$ cat config.mk
export PLATFORM = sky130hd
export DESIGN_NAME = auth_seq_blk_flat
export DESIGN_NICKNAME = d
export VERILOG_FILES = /design/src/rtl/auth_seq_blk_if.sv /design/src/rtl/auth_seq_blk.sv /design/src/flat_wrapper.sv
export SDC_FILE = /design/constraint.sdc
export NUM_CORES = 1
export LEC_CHECK = 0
export BUFFER_PORTS_ARGS = -buffer_cell sky130_fd_sc_hd__buf_2
export CORE_AREA = 4 4 81 83
export DETAILED_ROUTE_END_ITERATION = 7
export DIE_AREA = 0 0 85 87
export GPL_TIMING_DRIVEN = 0
export PLACE_DENSITY = 0.66
export SYNTH_ARGS = -nofsm -noshare
export SYNTH_HDL_FRONTEND = slang
export SYNTH_SLANG_ARGS = --single-unit
$ cat constraint.sdc
create_clock -name clk -period 7.8 [get_ports clk]
set_input_delay 1.17 -clock clk [delete_from_list [all_inputs] [get_ports clk]]
set_output_delay 1.17 -clock clk [all_outputs]
set_load 0.05 [all_outputs]
$ cat src/rtl/auth_seq_blk_if.sv
// UART receiver handshake bundle: byte, ready flag and the clear pulse back to the receiver.
interface auth_seq_blk_if;
    logic [7:0] rx_data;
    logic       rx_rdy;
    logic       clr_rx_rdy;

    modport master (
        output rx_data,
        output rx_rdy,
        input  clr_rx_rdy
    );

    modport slave (
        input  rx_data,
        input  rx_rdy,
        output clr_rx_rdy
    );
endinterface

$ cat src/rtl/auth_seq_blk.sv
// Multi-byte key + GO power-up authenticator with rider_off hold, failure lockout and STOP disconnect.
// Optional build macro AUTH_TIMEOUT_EN adds an inter-byte timeout during key entry and ARMED.
module auth_seq_blk #(
    parameter int          KEY_LEN     = 4,
    parameter logic [63:0] KEY         = 64'h0000_0000_4B45_5931,
    parameter logic [7:0]  GO_CHAR     = 8'h47,
    parameter logic [7:0]  STOP_CHAR   = 8'h53,
    parameter logic [15:0] OFF_HOLD    = 16'd1000,
    parameter int          MAX_FAIL    = 3,
    parameter logic [23:0] LOCK_CYCLES = 24'd50000,
    parameter logic [23:0] TIMEOUT     = 24'd100000
) (
    input  logic                 clk,
    input  logic                 rst,
    auth_seq_blk_if.slave        rx,
    input  logic                 rider_off,
    output logic                 pwr_up,
    output logic                 locked,
    output logic [3:0]           fail_cnt,
    output logic [2:0]           state_o
);

    typedef enum logic [2:0] {
        S_IDLE    = 3'd0,
        S_KEY     = 3'd1,
        S_ARMED   = 3'd2,
        S_POWER   = 3'd3,
        S_DISC    = 3'd4,
        S_LOCKOUT = 3'd5
    } state_t;

    localparam logic [2:0]  IDX_LAST   = 3'(KEY_LEN - 1);
    localparam logic [3:0]  MAX_FAIL_V = 4'(MAX_FAIL);
    localparam logic [15:0] HOLD_LAST  = OFF_HOLD - 16'd1;
    localparam logic [23:0] LOCK_LAST  = LOCK_CYCLES - 24'd1;

    state_t      state, state_nxt;
    logic [2:0]  idx, idx_nxt;
    logic [3:0]  fail_nxt;
    logic [23:0] lock_cnt, lock_nxt;
    logic [15:0] hold_cnt, hold_nxt;
    logic        consume;
    logic        fail;
    logic        hold_expire;
    logic [3:0]  fail_inc;
    logic [7:0]  key_bytes [8];

    // Key is stored most-significant used byte first, so entry 0 is the first byte expected.
    for (genvar g = 0; g < 8; g++) begin : g_key
        if (g < KEY_LEN) begin : g_used
            assign key_bytes[g] = KEY[8*(KEY_LEN-1-g) +: 8];
        end else begin : g_unused
            assign key_bytes[g] = 8'h00;
        end
    end

    assign consume  = rx.rx_rdy && !rx.clr_rx_rdy;
    assign fail_inc = fail_cnt + 4'd1;
    assign state_o  = state;

`ifdef AUTH_TIMEOUT_EN
    localparam logic [23:0] TIMEOUT_LAST = TIMEOUT - 24'd1;
    logic [23:0] tmr, tmr_nxt;
`endif

    always_comb begin
        state_nxt   = state;
        idx_nxt     = idx;
        fail_nxt    = fail_cnt;
        lock_nxt    = lock_cnt;
        hold_nxt    = hold_cnt;
        fail        = 1'b0;
        hold_expire = 1'b0;
`ifdef AUTH_TIMEOUT_EN
        tmr_nxt     = tmr;
`endif

        case (state)
            S_IDLE, S_KEY: begin
                if (consume) begin
                    if (rx.rx_data == key_bytes[idx]) begin
                        if (idx == IDX_LAST) begin
                            state_nxt = S_ARMED;
                            idx_nxt   = 3'd0;
                        end else begin
                            state_nxt = S_KEY;
                            idx_nxt   = idx + 3'd1;
                        end
                    end else begin
                        fail = 1'b1;
                    end
                end
            end
            S_ARMED: begin
                if (consume) begin
                    if (rx.rx_data == GO_CHAR && !rider_off) begin
                        state_nxt = S_POWER;
                        fail_nxt  = 4'd0;
                        hold_nxt  = 16'd0;
                    end else begin
                        fail = 1'b1;
                    end
                end
            end
            S_POWER, S_DISC: begin
                if (rider_off) begin
                    if (hold_cnt == HOLD_LAST) begin
                        hold_expire = 1'b1;
                    end else begin
                        hold_nxt = hold_cnt + 16'd1;
                    end
                end else begin
                    hold_nxt = 16'd0;
                end
                // A hold expiry outranks a STOP arriving in the same cycle.
                if (hold_expire) begin
                    state_nxt = S_IDLE;
                    hold_nxt  = 16'd0;
                    idx_nxt   = 3'd0;
                end else if (state == S_POWER && consume && rx.rx_data == STOP_CHAR) begin
                    state_nxt = S_DISC;
                end
            end
            S_LOCKOUT: begin
                if (lock_cnt == 24'd0) begin
                    state_nxt = S_IDLE;
                end else begin
                    lock_nxt = lock_cnt - 24'd1;
                end
            end
            default: begin
                state_nxt = S_IDLE;
                idx_nxt   = 3'd0;
            end
        endcase

`ifdef AUTH_TIMEOUT_EN
        if (state == S_KEY || state == S_ARMED) begin
            if (consume) begin
                tmr_nxt = 24'd0;
            end else if (tmr == TIMEOUT_LAST) begin
                tmr_nxt = 24'd0;
                fail    = 1'b1;
            end else begin
                tmr_nxt = tmr + 24'd1;
            end
        end else begin
            tmr_nxt = 24'd0;
        end
`endif

        if (fail) begin
            idx_nxt = 3'd0;
            if (fail_inc == MAX_FAIL_V) begin
                state_nxt = S_LOCKOUT;
                fail_nxt  = 4'd0;
                lock_nxt  = LOCK_LAST;
            end else begin
                state_nxt = S_IDLE;
                fail_nxt  = fail_inc;
            end
        end
    end

    // Outputs are registered from the next state so they change on the same edge as the state.
    always_ff @(posedge clk) begin
        if (rst) begin
            state         <= S_IDLE;
            idx           <= 3'd0;
            fail_cnt      <= 4'd0;
            lock_cnt      <= 24'd0;
            hold_cnt      <= 16'd0;
            pwr_up        <= 1'b0;
            locked        <= 1'b0;
            rx.clr_rx_rdy <= 1'b0;
        end else begin
            state         <= state_nxt;
            idx           <= idx_nxt;
            fail_cnt      <= fail_nxt;
            lock_cnt      <= lock_nxt;
            hold_cnt      <= hold_nxt;
            pwr_up        <= (state_nxt == S_POWER) || (state_nxt == S_DISC);
            locked        <= (state_nxt == S_LOCKOUT);
            rx.clr_rx_rdy <= consume;
        end
    end

`ifdef AUTH_TIMEOUT_EN
    always_ff @(posedge clk) begin
        if (rst) begin
            tmr <= 24'd0;
        end else begin
            tmr <= tmr_nxt;
        end
    end
`endif

endmodule

$ cat src/flat_wrapper.sv
// flat-port wrapper written by rule: the top's interface ports become plain ports
module auth_seq_blk_flat 
#(
    parameter int          KEY_LEN     = 4,
    parameter logic [63:0] KEY         = 64'h0000_0000_4B45_5931,
    parameter logic [7:0]  GO_CHAR     = 8'h47,
    parameter logic [7:0]  STOP_CHAR   = 8'h53,
    parameter logic [15:0] OFF_HOLD    = 16'd1000,
    parameter int          MAX_FAIL    = 3,
    parameter logic [23:0] LOCK_CYCLES = 24'd50000,
    parameter logic [23:0] TIMEOUT     = 24'd100000
)
  (clk, rst, rider_off, pwr_up, locked, fail_cnt, state_o, rx_rx_data, rx_rx_rdy, rx_clr_rx_rdy);
  auth_seq_blk_if rx_i ();
  input  logic clk;
  input  logic rst;
  input  logic rider_off;
  output logic pwr_up;
  output logic locked;
  output logic [3:0] fail_cnt;
  output logic [2:0] state_o;
  input wire logic [$bits(rx_i.rx_data)-1:0] rx_rx_data;
  input wire logic [$bits(rx_i.rx_rdy)-1:0] rx_rx_rdy;
  output wire logic [$bits(rx_i.clr_rx_rdy)-1:0] rx_clr_rx_rdy;
  assign rx_i.rx_data = rx_rx_data;
  assign rx_i.rx_rdy = rx_rx_rdy;
  assign rx_clr_rx_rdy = rx_i.clr_rx_rdy;
  auth_seq_blk #(.KEY_LEN(KEY_LEN), .KEY(KEY), .GO_CHAR(GO_CHAR), .STOP_CHAR(STOP_CHAR), .OFF_HOLD(OFF_HOLD), .MAX_FAIL(MAX_FAIL), .LOCK_CYCLES(LOCK_CYCLES), .TIMEOUT(TIMEOUT)) u_core (.clk(clk), .rst(rst), .rx(rx_i), .rider_off(rider_off), .pwr_up(pwr_up), .locked(locked), .fail_cnt(fail_cnt), .state_o(state_o));
endmodule
==> run_results.csv <==
group,metric,value,unit
outcome,status,"completed",
setup_path,slowest_delay,500,ps
grt,antenna_found_initial,0,
setup_path,cp.arrival,3490,ps
setup_path,crit_slowest_cell,"or4b_1",
cts,postCtsSetupBuffers,0,
grt,grtUsageTotal,15.7,%
setup_path,worstSetupPathType,"input port to register",
synthesis,synthArstFlopShare,0,%
detailed_routing,drtIter0Drc,77,
floorplan,die-area,7400,µm²
floorplan,die_width,85,µm
setup_path,worst_setup_path_end_kind,"register",
synthesis,ys_ff_latch,53,
timing,drv_slew,0,
cells_and_area,drive_above_1_share,10.4,%
pwr,p_per_area,152,nW/µm²
cts,htreeDepth,2,
cts,cts_resized,0,
synthesis,synth_top_flop_cell,"dfxtp_1",
synthesis,synth_common_cells,"68 x nor2_1, 53 x dfxtp_1, 33 x xnor2_1",
pwr,power.leakage,1.16,nW
timing,fin_skew,15.8,ps
setup_path,crit_fanout,10,
cells_and_area,num-fill-cells,545,
synthesis,seq_area_frac_synth,37.7,%
detailed_routing,antenna_left,0,
timing,finalCritPeriodShare,41.7,%
floorplan,core_area,5850,µm²
synthesis,synth_top_area_share,37.7,%
pwr,vdd_ir_drop_max,0.108,mV
cells_and_area,area_delta_synth_final,10.3,%
floorplan,io-pin-count,22,
cts,insertion_delay,310,ps
setup_path,crit_chain,"buf_2 > or4b_1 > o22a_1 > a2111oi_4 > a31oi_1 > clkbuf_1 > a2111o_1 > a21boi_1",
setup_path,critPathLaunchType,"input port",
place,hpwl,4.13,mm
detailed_routing,wire_per_inst,12.4,µm
timing,slew_headroom,57.7,%
cells_and_area,layout.nets,385,
cells_and_area,antenna_cells,0,
setup_path,required,8040,ps
synthesis,synthMostInstantiatedCell,"nor2_1",
detailed_routing,drc_errors,0,
cts,cts_hold_buffers,0,
grt,grt_max_degree,18,
timing,fin_crit,3250,ps
cts,cts_tree,"done",
detailed_routing,drt-pass1-iter-count,4,
grt,grt_pass1_wl,9.63,mm
timing,setup_viol,0,
floorplan,die_y,87,µm
synthesis,synth_edf_count,0,
timing,rsz0062_at_grt,"false",
synthesis,synth_top_cell_by_area,"dfxtp_1",
timing,worst_slew_pin_slew,628,ps
synthesis,syn_area,2810,µm²
detailed_routing,via_per_inst,5.19,
floorplan,start_util,48.1,%
synthesis,ys_warn_count,0,
setup_path,cp_top_family,"compound AO/OA/AOI/OAI gates",
synthesis,ys_types,50,
cts,clk_pin_slew,110,ps
place,dp_cells,433,
cts,numCtsBuffers,5,
synthesis,postSynthCellCount,337,
timing,fmax,308,MHz
place,portBuffers,21,
grt,grt_overflow,0,
synthesis,synth.avg_cell_area,8.35,µm²
cts,clkSinkCount,53,
run,maxCapViolCount,0,
synthesis,synthesis.nets,357,
floorplan,row_count,28,
cts,clock_path_buffers,2,
setup_path,rrSetupSlack,4940,ps
cells_and_area,stdcell_count,441,
cts,cts_root_buffer,"clkbuf_8",
timing,fin_setup_tns,0,ps
grt,grt_pass1_vias,2194,
synthesis,synth_area_leaders,"dfxtp_1 38%, xnor2_1 10%, nor2_1 9.1%",
place,gp_congestion,0.818,
detailed_routing,drt-total-wl,5.46,mm
timing,hold_violations,0,
setup_path,crit_buf_inv,2,
detailed_routing,via_count,2289,
min_path,hold_class,"register to register",
## power breakdown
| group | switching (W) | leakage, nW | internal [W] |
|---|---|---|---|
| clock network | 0.0000918 | 0.0481 | 0.0000639 |
| registers | 0.00000283 | 0.427 | 0.000273 |
| logic | 0.0000253 | 0.685 | 0.0000132 |
| total | 0.000120 | 1.16 | 0.000350 |
## tightest hold or removal path: stages (launching register included)
cell	delay, ps
dfxtp_1	350
xnor2_1	70
nor2_1	70
## kinds of logic (layout without fill, tap and decap cells)
| group | after synthesis | in the layout | synth area share [%] |
|---|---|---|---|
| AO/OA/AOI/OAI | 47 | 47 | 11.6 |
| XOR/XNOR | 42 | 42 | 13.1 |
| adder cells (fa/ha/maj) | 8 | 8 | 3.56 |
| buffers and inverters | 25 | 54 | 3.38 |
| flip-flops | 53 | 53 | 37.7 |
| multiplexers | 3 | 3 | 1.07 |
| AND/OR/NAND/NOR | 159 | 159 | 29.6 |
## worst paths after layout
| path | end | cells past startpoint | start |
|---|---|---|---|
| hold reg to reg | u_core.hold_cnt[15] | 2 | u_core.hold_cnt[15] |
| setup / recovery | u_core.locked | 8 | rx_rx_data[2] |
| hold / removal | u_core.hold_cnt[15] | 2 | u_core.hold_cnt[15] |
| setup reg to reg | u_core.locked | 8 | u_core.idx[0] |
## metrics by stage
step	power, W	util (%)	hold slack [ps]	setup slack, ps	cell area, µm²
final	0.000470	53.0	520	4550	3100
after floorplan	0.000309	-	476	4580	2810
after global placement	0.000321	51.5	497	4230	3010
after detailed placement	0.000321	51.5	503	4230	3010
after CTS	0.000477	53.0	530	4550	3100
after global routing	0.000493	53.0	551	4410	3100
## final cells by class
| type | count | area (µm²) | share of cell area, % |
|---|---|---|---|
| buffer | 10 | 38.8 | 1.25 |
| inverter | 15 | 56.3 | 1.81 |
| clock inverter | 3 | 22.5 | 0.726 |
| clock buffer | 5 | 68.8 | 2.22 |
| timing repair buffer | 21 | 105 | 3.39 |
| tap | 75 | 93.8 | 3.02 |
| multi-input combinational | 259 | 1660 | 53.4 |
| sequential | 53 | 1060 | 34.2 |
## placed cells by master (no fill, tap or decap), types with 2 or more instances in the layout
cell type / instances
a21oi_1: 15
a31oi_1: 9
and2_1: 2
and3_1: 3
buf_2: 22
clkbuf_1: 9
clkbuf_8: 5
clkinv_4: 2
dfxtp_1: 53
ha_1: 8
inv_1: 15
mux2i_1: 3
nand2_1: 15
nand2b_1: 6
nand3_1: 7
nand3b_1: 2
nand4_1: 6
nand4bb_1: 2
nor2_1: 68
nor2b_1: 6
nor3_1: 8
nor3b_1: 5
nor4_1: 9
o211ai_1: 3
o21ai_0: 8
or2_2: 2
or3_1: 4
or4_1: 3
or4b_1: 2
xnor2_1: 33
xor2_1: 9
## registers in the layout, summed over array words and instances (netlist names)
name                  count
u_core.fail_cnt           4
u_core.hold_cnt          16
u_core.rx.clr_rx_rdy      1
u_core.pwr_up             1
u_core.state_o            3
u_core.lock_cnt          24
u_core.idx                3
u_core.locked             1
## layer usage
metal / wire [µm] / up-vias / track usage [%]
met3: 154 / 6 / 3.03
met5: 0 / - / 0
met1: 2620 / 1028 / 19.8
met4: 63 / 0 / 4.46
met2: 2620 / 32 / 27.4
li1: - / 1223 / -
No activity file was read; power rests on OpenSTA's default activity.
